==> config.mk <==
export PLATFORM = sky130hd
export DESIGN_NAME = ram_pl_loader
export DESIGN_NICKNAME = d
export VERILOG_FILES = /design/src/rtl/ram_pl_loader.sv
export SDC_FILE = /design/constraint.sdc
export NUM_CORES = 1
export LEC_CHECK = 0
export BUFFER_PORTS_ARGS = -buffer_cell sky130_fd_sc_hd__buf_2
export CAP_MARGIN = 0
export CORE_UTILIZATION = 38
export DETAILED_ROUTE_END_ITERATION = 12
export HOLD_SLACK_MARGIN = 0.12
export SYNTH_ARGS = -nofsm -noshare
export SYNTH_HDL_FRONTEND = slang
export SYNTH_SLANG_ARGS = --single-unit
==> constraint.sdc <==
create_clock -name CLK -period 4.8 [get_ports CLK]
set_clock_uncertainty 0.1 [all_clocks]
set_input_delay 0.48 -clock CLK [delete_from_list [all_inputs] [get_ports CLK]]
set_output_delay 0.48 -clock CLK [all_outputs]
set_load 0.02 [all_outputs]
==> src/rtl/ram_pl_loader.sv <==
// ram_pl_loader: burst load/readback master driving the RAM macro program-load port
module ram_pl_loader #(
  parameter int ADDR_W = 20,
  parameter int DATA_W = 32,
  parameter int LEN_W  = 12
) (
  input  logic              CLK,
  input  logic              RST,
  input  logic              CMD_VALID,
  output logic              CMD_READY,
  input  logic              CMD_RD,
  input  logic [ADDR_W-1:0] CMD_ADDR,
  input  logic [LEN_W-1:0]  CMD_LEN,
  input  logic              WR_VALID,
  output logic              WR_READY,
  input  logic [DATA_W-1:0] WR_DATA,
  output logic              RD_VALID,
  input  logic              RD_READY,
  output logic [DATA_W-1:0] RD_DATA,
  output logic              BUSY,
  output logic              DONE,
  output logic              PL_INIT,
  output logic              PL_ENA,
  output logic              PL_WEN,
  output logic              PL_REN,
  output logic [ADDR_W-1:0] PL_ADDR,
  output logic [DATA_W-1:0] PL_DATA_IN,
  input  logic [DATA_W-1:0] PL_DATA_OUT
);
  typedef enum logic [2:0] {IDLE, SETUP, WRITE, READ, DRAIN, FINISH} state_t;
  state_t            state;
  logic              dir, act, head, ren_d, wen_q, wr_hs, pop;
  logic [1:0]        occ;
  logic [ADDR_W-1:0] cur, wr_addr;
  logic [LEN_W-1:0]  rem;
  logic [DATA_W-1:0] din_q;
  logic [DATA_W-1:0] fifo_q [2];
  assign CMD_READY  = state == IDLE && !RST;
  assign WR_READY   = !dir && rem != '0 && (state == SETUP || state == WRITE);
  assign wr_hs      = WR_VALID && WR_READY;
  assign RD_VALID   = occ != 2'd0;
  assign pop        = RD_VALID && RD_READY;
  assign RD_DATA    = RD_VALID ? fifo_q[head] : '0;
  assign PL_REN     = state == READ && rem != '0 && ({1'b0, occ} + {2'b0, ren_d} < 3'd2 + {2'b0, pop});
  assign PL_WEN     = wen_q;
  assign PL_ADDR    = PL_REN ? cur : wr_addr;
  assign PL_DATA_IN = din_q;
  assign BUSY       = state != IDLE;
  assign DONE       = state == FINISH;
  assign PL_ENA     = act && state != IDLE;
  assign PL_INIT    = PL_ENA && !dir;
  always_ff @(posedge CLK) begin
    if (RST) begin
      state   <= IDLE;
      dir     <= 1'b0;
      act     <= 1'b0;
      head    <= 1'b0;
      ren_d   <= 1'b0;
      wen_q   <= 1'b0;
      occ     <= 2'd0;
      cur     <= '0;
      wr_addr <= '0;
      rem     <= '0;
      din_q   <= '0;
      fifo_q  <= '{default: '0};
    end else begin
      wen_q <= wr_hs;
      ren_d <= PL_REN;
      if (wr_hs) begin
        wr_addr <= cur;
        din_q   <= WR_DATA;
      end
      if (wr_hs || PL_REN) begin
        cur <= cur + ADDR_W'(1);
        rem <= rem - LEN_W'(1);
      end
      if (ren_d) fifo_q[head ^ occ[0]] <= PL_DATA_OUT;
      if (pop) head <= ~head;
      occ <= occ + {1'b0, ren_d} - {1'b0, pop};
      case (state)
        IDLE: if (CMD_VALID) begin
          dir   <= CMD_RD;
          cur   <= CMD_ADDR;
          rem   <= CMD_LEN;
          act   <= CMD_LEN != '0;
          state <= CMD_LEN == '0 ? FINISH : SETUP;
        end
        SETUP:   state <= dir ? READ : WRITE;
        WRITE:   if (rem == '0) state <= FINISH;
        READ:    if (PL_REN && rem == LEN_W'(1)) state <= DRAIN;
        DRAIN:   if (!ren_d && occ == {1'b0, pop}) state <= FINISH;
        FINISH:  state <= IDLE;
        default: state <= IDLE;
      endcase
    end
  end
endmodule
==> impl_metrics.py <==
metrics = {
    "layout": {
        "syn2layout_area_growth_pct": 23.6,
        "fin_util_pct": 48.7,
        "fillers": 1842,
        "postLayoutCellArea_um2": 8900,
        "final_common_cell": "nand2_1",
        "drive_gt1_share_pct": 24.4,
        "fin_nets": 1177,
        "final_cell_mix": "248 x nand2_1, 193 x buf_2, 157 x dfxtp_1, 119 x a21oi_1, 66 x nor2_1",
    },
    "power_and_ir_drop": {
        "clkPwrFrac_pct": 30.1,
        "ir_drop_mv": 0.292,
        "p_int_uw": 3010,
        "p_leak_uw": 0.00352,
        "powerDensity_nw_per_um2": 562,
        "p_comb_share_pct": 32.9,
        "p_sw_uw": 1990,
        "switching_share_pct": 39.8,
        "finalPower_uw": 5000,
        "p_seq_share_pct": 37.0,
    },
    "worst_setup_path": {
        "crit_chain": "inv_1, ha_1, nor3b_1, nand4b_1, nand3_1, mux2_2, buf_2",
        "cp.arrival_ps": 3350,
        "worstSetupStartpointType": "register",
        "cp-end-kind": "output pin",
        "critical_path_buf_inv_count": 2,
        "cpLargestDelayFamily": "simple AND/OR/NAND/NOR gates",
        "reg2reg_setup_slack_ps": 1680,
        "crit_type": "register to output pin",
        "cp_max_fo": 22,
        "slowest_delay_ps": 870,
        "crit_path_top_delay_cell": "nand3_1",
        "crit_required_ps": 4220,
    },
    "clock_tree": {
        "h-tree-depth": 4,
        "cts_max_path_buffers": 2,
        "cts-resized-gates": 0,
        "cts-root-buf": "clkbuf_16",
        "clock_latency_ps": 420,
        "post_cts_buffers": 0,
        "cts_tree": "built",
        "ctsHoldBuffers": 0,
        "cts_made_buffers": 17,
        "cts.sinks": 158,
        "clkTransAtPathRegs_ps": 70,
    },
    "place": {
        "dpl_worst_slack_ps": 1310,
        "port_buffers": 194,
        "gp_congestion": 0.752,
        "hpwlAfterDp_um": 13100,
        "dpl_cell_area_um2": 8260,
    },
    "synth": {
        "yosysWarnings": 0,
        "netlist_area_um2": 7200,
        "ys_seq_area_share_pct": 43.9,
        "async_reset_ff_share_pct": 0,
        "synth_top_cell_by_area": "dfxtp_1",
        "synth_edf_count": 0,
        "synthCells": 919,
        "ys.flop_type": "dfxtp_1",
        "synthTopCellsByArea": "dfxtp_1 44%, nand2_1 13%, a21oi_1 8.3%, mux2i_1 4.4%, nor2_1 3.5%",
        "yosysTopAreaCellShare_pct": 43.9,
        "ys_seq_elements": 158,
        "synthDistinctLibCells": 52,
        "synth.avg_cell_area_um2": 7.84,
        "synth_nets": 1028,
    },
    "global_route": {
        "grt.total_usage_pct": 21.0,
        "antenna_found_initial": 2,
        "grt_pass1_wl_um": 33100,
        "grt_pass1_vias": 6487,
        "grt_overflow": 0,
        "grt_max_degree": 71,
    },
    "timing": {
        "relSlewSlack_pct": 19.8,
        "period_share_pct": 82.0,
        "setup_slack_ps": 866,
        "setup_tns_ps": 0,
        "max_clock_freq_mhz": 254,
        "tightest_slew_ps": 1200,
        "drv_slew": 0,
        "hold_violations": 0,
        "period_minus_slack_ps": 3930,
        "rsz0062_at_grt": "false",
        "setup_viol": 0,
    },
    "route": {
        "drtIter0Drc": 340,
        "drtAntennaViolNets": 0,
        "routed_via_density": 5.23,
        "via_count": 6851,
        "first_pass_iters": 4,
        "drt-total-wl_um": 20200,
        "routedWlPerCell_um": 15.4,
        "drc_errors": 0,
    },
    "die": {
        "die_y_um": 140,
        "rows": 49,
        "core-area_um2": 18300,
        "boundaryPins": 195,
        "die_w_um": 140,
        "start_util_pct": 39.4,
        "dieArea_um2": 19500,
    },
    "status": {
        "status": "finished, final reports clean",
    },
    "worst_hold_path": {
        "hold_class": "input pin to register",
    },
    "flow_run": {
        "cap_violations": 0,
    },
}
-- through the flow --
step / instances / hold WS (ps)
6_report: 1311 / 186
5_1_grt: 1310 / 169
4_1_cts: 1310 / 168
3_5_place_dp: 1278 / 343
3_3_place_gp: 1278 / 339
2_1_floorplan: 919 / 333
-- cells by family after synthesis --
| family | after synthesis | synth area share, % |
|---|---|---|
| AO/OA/AOI/OAI | 197 | 16.4 |
| XOR/XNOR | 6 | 0.730 |
| multiplexers | 52 | 7.57 |
| buffers and inverters | 83 | 4.58 |
| flip-flops | 158 | 43.9 |
| AND/OR/NAND/NOR | 416 | 25.5 |
| adder cells (fa/ha/maj) | 7 | 1.22 |
-- sequential cells by signal, summed over array words and instances, names as in the netlist --
register / cells
rem: 12
act: 1
state: 3
dir: 1
PL_DATA_IN: 32
fifo_q: 64
cur: 20
PL_WEN: 1
occ: 2
wr_addr: 20
head: 1
ren_d: 1
-- worst paths after layout --
path             startpoint              to  cells after the start
min reg2reg  PL_DATA_IN[26]  PL_DATA_IN[26]                      2
max reg2reg          rem[0]  PL_DATA_IN[24]                      8
min             WR_DATA[25]  PL_DATA_IN[25]                      3
max                  rem[0]     PL_ADDR[10]                      7
-- per-layer routing --
metal  up-vias  GRT usage [%]  wire (um)
met5         -              0         10
met4         2           6.42        308
met3        24           5.16       1150
met2       190           34.3       9230
met1      3147           27.2       9550
li1       3488              -          -
-- power groups by stage --
| stage | combinational [uW] | sequential (uW) | clock [uW] |
|---|---|---|---|
| final | 1650 | 1850 | 1500 |
| after global routing | 1820 | 1900 | 1590 |
| after CTS | 1660 | 1850 | 1540 |
| after detailed placement | 1660 | 1880 | 0 |
| after global placement | 1650 | 1880 | 0 |
| after floorplan | 1200 | 1820 | 0 |
-- synth_stat cells (12+ instances only) --
cell	number
a21oi_1	119
a311oi_1	22
and3_1	12
clkbuf_1	65
dfxtp_1	158
mux2_2	20
mux2i_1	32
nand2_1	249
nand3_1	15
nor2_1	68
nor4_1	12
o21ai_0	19
or4_1	12
-- tightest hold or removal path, delay by kind of cell --
kind            cells  cell delay, ps
buf+inv             1              90
compound gates      1              50
simple gates        1              40
-- area by class of cell --
| class | count | area (um^2) | share of cell area (%) |
|---|---|---|---|
| multi-input combinational | 678 | 3730 | 41.9 |
| tap | 229 | 287 | 3.22 |
| sequential | 158 | 3160 | 35.5 |
| clock buffer | 17 | 425 | 4.78 |
| timing repair buffer | 202 | 1030 | 11.6 |
| inverter | 11 | 41.3 | 0.464 |
| clock inverter | 15 | 220 | 2.47 |
| antenna | 1 | 2.50 | 0.0281 |
Power figures use the tool's default switching activity.
